`src/rtl/level_sequencer.sv`:
```
// Game-flow controller: starts levels, times the play phase from a 1 Hz tick,
// and drives the initiator side of the post-period postSig/levelComplete handshake.
module level_sequencer #(
  parameter int unsigned NUM_LEVELS     = 8,
  parameter int unsigned PLAY_TIME_S    = 30,
  parameter int unsigned POST_TIMEOUT_S = 10
) (
  input  logic       Clk100M,
  input  logic       Reset,
  input  logic       tick1Hz,
  input  logic       startBtn,
  input  logic       playDone,
  input  logic       levelComplete,
  output logic       postSig,
  output logic       playEn,
  output logic [3:0] level,
  output logic [5:0] secLeft,
  output logic       gameWon,
  output logic       errFlag,
  output logic [2:0] state
);

  localparam int unsigned SEC_W = 6;
  localparam int unsigned LVL_W = 4;

  localparam logic [2:0] ST_IDLE = 3'd0;
  localparam logic [2:0] ST_PLAY = 3'd1;
  localparam logic [2:0] ST_POST = 3'd2;
  localparam logic [2:0] ST_WIN  = 3'd3;
  localparam logic [2:0] ST_ERR  = 3'd4;

  localparam logic [SEC_W-1:0] PLAY_LOAD  = SEC_W'(PLAY_TIME_S);
  localparam logic [SEC_W-1:0] POST_LIMIT = SEC_W'(POST_TIMEOUT_S);
  localparam logic [LVL_W-1:0] LAST_LEVEL = LVL_W'(NUM_LEVELS - 1);

  logic [2:0]       state_q, state_d;
  logic [LVL_W-1:0] level_q, level_d;
  logic [SEC_W-1:0] sec_q, sec_d;
  logic [SEC_W-1:0] timer_q, timer_d;
  logic             armed_q, armed_d;
  logic             post_q, play_q, won_q, err_q;

  logic [SEC_W-1:0] timer_inc_c;
  logic             accept_c;
  logic             timeout_c;
  logic             play_end_c;

  // State register plus outputs decoded from the next state, so they move with it
  always_ff @(posedge Clk100M) begin
    if (Reset) begin
      state_q <= ST_IDLE;
      level_q <= '0;
      sec_q   <= '0;
      timer_q <= '0;
      armed_q <= 1'b0;
      post_q  <= 1'b0;
      play_q  <= 1'b0;
      won_q   <= 1'b0;
      err_q   <= 1'b0;
    end else begin
      state_q <= state_d;
      level_q <= level_d;
      sec_q   <= sec_d;
      timer_q <= timer_d;
      armed_q <= armed_d;
      post_q  <= (state_d == ST_POST);
      play_q  <= (state_d == ST_PLAY);
      won_q   <= (state_d == ST_WIN);
      err_q   <= (state_d == ST_ERR);
    end
  end

  // Next-state logic
  always_comb begin
    state_d     = state_q;
    level_d     = level_q;
    sec_d       = sec_q;
    timer_d     = timer_q;
    armed_d     = armed_q;
    timer_inc_c = timer_q + SEC_W'(1);
    // A response only counts once a low level has been seen in this POST
    accept_c    = armed_q & levelComplete;
    timeout_c   = tick1Hz & (timer_inc_c == POST_LIMIT);
    play_end_c  = playDone | (tick1Hz & (sec_q == SEC_W'(1)));

    case (state_q)
      ST_IDLE: begin
        level_d = '0;
        sec_d   = '0;
        if (startBtn) begin
          state_d = ST_PLAY;
          sec_d   = PLAY_LOAD;
        end
      end

      ST_PLAY: begin
        if (play_end_c) begin
          state_d = ST_POST;
          sec_d   = '0;
          timer_d = '0;
          armed_d = 1'b0;
        end else if (tick1Hz) begin
          sec_d = sec_q - SEC_W'(1);
        end
      end

      ST_POST: begin
        sec_d = '0;
        if (!armed_q && !levelComplete) begin
          armed_d = 1'b1;
        end
        if (tick1Hz) begin
          timer_d = timer_inc_c;
        end
        // Completion takes priority over a coincident timeout
        if (accept_c) begin
          if (level_q == LAST_LEVEL) begin
            state_d = ST_WIN;
          end else begin
            state_d = ST_PLAY;
            level_d = level_q + LVL_W'(1);
            sec_d   = PLAY_LOAD;
          end
        end else if (timeout_c) begin
          state_d = ST_ERR;
        end
      end

      ST_WIN, ST_ERR: begin
        sec_d = '0;
        if (startBtn) begin
          state_d = ST_IDLE;
          level_d = '0;
        end
      end

      default: begin
        state_d = ST_IDLE;
        level_d = '0;
        sec_d   = '0;
        timer_d = '0;
        armed_d = 1'b0;
      end
    endcase
  end

  assign state   = state_q;
  assign level   = level_q;
  assign secLeft = sec_q;
  assign postSig = post_q;
  assign playEn  = play_q;
  assign gameWon = won_q;
  assign errFlag = err_q;

endmodule

```
`config.mk`:
```
export PLATFORM = sky130hd
export DESIGN_NAME = level_sequencer
export DESIGN_NICKNAME = d
export VERILOG_FILES = /design/src/rtl/level_sequencer.sv
export SDC_FILE = /design/constraint.sdc
export NUM_CORES = 1
export LEC_CHECK = 0
export CAP_MARGIN = 30
export CORE_UTILIZATION = 45
export CTS_CLUSTER_SIZE = 25
export DETAILED_ROUTE_END_ITERATION = 8
export PLACE_DENSITY = 0.66
export SLEW_MARGIN = 25
export SYNTH_ARGS = -nofsm -noshare
export SYNTH_HDL_FRONTEND = slang
export SYNTH_SLANG_ARGS = --single-unit
```
`constraint.sdc`:
```
create_clock -name Clk100M -period 2 [get_ports Clk100M]
set_input_delay 0.6 -clock Clk100M [delete_from_list [all_inputs] [get_ports Clk100M]]
set_output_delay 0.6 -clock Clk100M [all_outputs]
set_load 0.01 [all_outputs]
```
==> results.toml <==
[timing]
slew_viol_final = 0
fin_skew_ns = 0.00370
max_freq_mhz = 523
final-setup-viol-count = 0
rsz0062_at_grt = "no"
hold_violations = 0
worst_pin_slew_ns = 0.326
fin_crit_sh_pct = 95.7
min_period_ns = 1.91
max-slew-margin-rel_pct = 78.2
finalWorstSetupSlack_ns = 0.0863

[yosys]
yosys_warnings = 0
mappedNetlistNets = 169
yosysUniqueCellTypes = 51
avgSynthCellArea_sq_um = 8.58
synth.area.top_cells = "dfxtp_1 (35%), ha_1 (4.6%), nor2_1 (4.4%), o21ai_0 (3.7%), nand2_1 (3.0%)"
synth_top_area_share_pct = 35.5
ys.flop_type = "dfxtp_1"
synth_seq_area_share_pct = 35.5
synth_area_leader_cell = "dfxtp_1"
async_flop_share_pct = 0
synth_edf_count = 0
synth_most_common_cell = "dfxtp_1"
synth_common_cells = "dfxtp_1 (24), nor2_1 (16), nand2_1 (11), o21ai_0 (10)"
synth_area_sq_mm = 0.00136
netlist_instances = 158
yosys_register_bits = 24

[final_layout]
drive_gt1_share_pct = 20.2
fin_nets = 210
nFillCells = 253
final-instance-count-excl-fill = 229
fin_util_pct = 64.0
syn_to_final_growth_pct = 32.4
num_antenna_cells = 0

[power]
peakVddDrop_uv = 307
leakagePower_nw = 0.709
p_total_mw = 1.11
powerDensity_mw_per_mm2 = 618

[setup_path]
cpLargestDelayFamily = "buffers and inverters"
cp.required_ns = 1.40
max_stage_delay_ns = 0.56
end_kind = "output pin"
cp.depth = 1
cp-start-kind = "flip-flop"
cp-endpoint = "secLeft[2]"
r2r_slack_ns = 0.20
criticalPathCategory = "flip-flop to output pin"
cp_num_buf_inv = 1
rr_endpoint = "secLeft[4]$_SDFFE_PP0P_"
reg2reg_from = "secLeft[1]$_SDFFE_PP0P_"
cp_max_fo = 6
crit_path_top_delay_cell = "clkdlybuf4s50_1"
crit_chain = "clkdlybuf4s50_1"
crit_start = "secLeft[2]$_SDFFE_PP0P_"
cp.arrival_ns = 1.31
rr_worst_depth = 7

[global_routing]
gr-total-overflow = 0
grt_pass1_wl_microns = 5640
grt_usage_pct = 22.4
grt_pass1_vias = 1242
grt_max_degree = 17
grt_antenna_before_repair = 0

[run_status]
violations = "DRC"
status = "complete, but fails checks"

[routing]
drt-total-wl_microns = 3360
routedWlPerCell_microns = 14.7
via_per_inst = 5.86
drtIter0Drc = 114
routed-via-count = 1341
ant_nets = 0
dr.pass1.iters = 6
drcViolationCount = 2

[die]
io_pins = 23
initial_utilization_pct = 48.3
die_area_sq_mm = 0.00323
fp.dieH_microns = 56.9
coreArea_sq_mm = 0.00281
placementRows = 19
die_w_microns = 56.9

[cts]
cts.sinks = 24
cts_tree = "yes"
clk_latency_ns = 0.32
cts_max_level = 1
cts_root_buf = "clkbuf_4"
cts_buffers = 3
ctsLongestPathBuffers = 2
cts_setup_buffers = 0
path_clk_slew_ns = 0.14
postCtsHoldBufs = 0

[min_path]
hold_class = "flip-flop to flip-flop"

[placement]
io_buffer_count = 22
numPlacedInstances = 225
post-place-ws_ns = -0.338
dp_hpwl_microns = 2440
gp_congestion = 0.842

[job]
cap_violations = 0
through the flow:
stage | hold WS [ns] | cell area, sq um | TNS, ns
6_report | 0.531 | 1790 | 0
5_1_grt | 0.546 | 1790 | 0
4_1_cts | 0.534 | 1780 | 0
3_5_place_dp | 0.513 | 1730 | -4.31
3_3_place_gp | 0.492 | 1730 | -3.72
2_1_floorplan | 0.474 | 1360 | 0
flip-flops by register name, summed over array words and instances, names as in the netlist:
register  flops
level         4
armed_q       1
errFlag       1
timer_q       6
playEn        1
state         3
gameWon       1
postSig       1
secLeft       6
worst min path at each step:
stage,endpoint,start,cells past startpoint
finish,timer_q[1]$_SDFFE_PP0P_,timer_q[1]$_SDFFE_PP0P_,2
global route,timer_q[1]$_SDFFE_PP0P_,timer_q[1]$_SDFFE_PP0P_,2
CTS,timer_q[1]$_SDFFE_PP0P_,timer_q[1]$_SDFFE_PP0P_,2
detailed placement,timer_q[1]$_SDFFE_PP0P_,timer_q[1]$_SDFFE_PP0P_,2
global placement,timer_q[1]$_SDFFE_PP0P_,timer_q[1]$_SDFFE_PP0P_,2
floorplan,timer_q[1]$_SDFFE_PP0P_,timer_q[1]$_SDFFE_PP0P_,2
cells in the final DEF, fill, tap and decap left out, drive strengths merged, types with 5 or more instances in the layout:
cell,count
o21ai,11
inv,5
ha,5
a21oi,8
nor2,17
buf,20
clkdlybuf4s50,21
nand2,11
nor3,8
dfxtp,24
nand3,7
worst min-delay path: cells and delay by family (launching register included):
family,cells,cell delay [ns]
DFF,1,0.37
and+or+nand+nor,1,0.08
AOI/OAI and AO/OA,1,0.05
kinds of logic (layout without fill, tap and decap cells):
group | Yosys count | in the layout | synth area share, %
AO/OA/AOI/OAI | 45 | 45 | 24.9
XOR/XNOR | 2 | 2 | 1.29
adder cells (fa/ha/maj) | 5 | 5 | 4.62
buffers and inverters | 11 | 51 | 4.25
flip-flops | 24 | 24 | 35.5
multiplexers | 2 | 2 | 1.66
AND/OR/NAND/NOR | 69 | 69 | 27.8
what timing repair did:
item,4_1_cts,5_1_grt
endpoints found under the setup margin,2,12
pin swaps,1,0
resized for setup,1,7
area by class of cell:
type / instances / area, sq um / share of cell area [%]
multi-input cells: 123 / 823 / 45.9
repair buffers: 42 / 373 / 20.8
flip-flops and latches: 24 / 488 / 27.2
clock inverters: 1 / 30.0 / 1.67
inverters: 5 / 18.8 / 1.05
well taps: 31 / 38.8 / 2.16
clock buffers: 3 / 22.5 / 1.26
layer usage:
metal | part of all wire, % | global-route usage (%) | up-vias
li1 | - | - | 667
met1 | 50 | 31.7 | 625
met2 | 45 | 34.9 | 44
met3 | 3.9 | 2.07 | 5
met4 | 1.5 | 9.06 | 0
met5 | 0 | 0 | -
where the power goes:
group	internal (mW)	switching, mW	leakage (nW)
registers	0.497	0.0208	0.197
logic	0.118	0.115	0.484
clock network	0.203	0.154	0.0279
total	0.818	0.290	0.709
No activity file was read; power rests on OpenSTA's default activity.
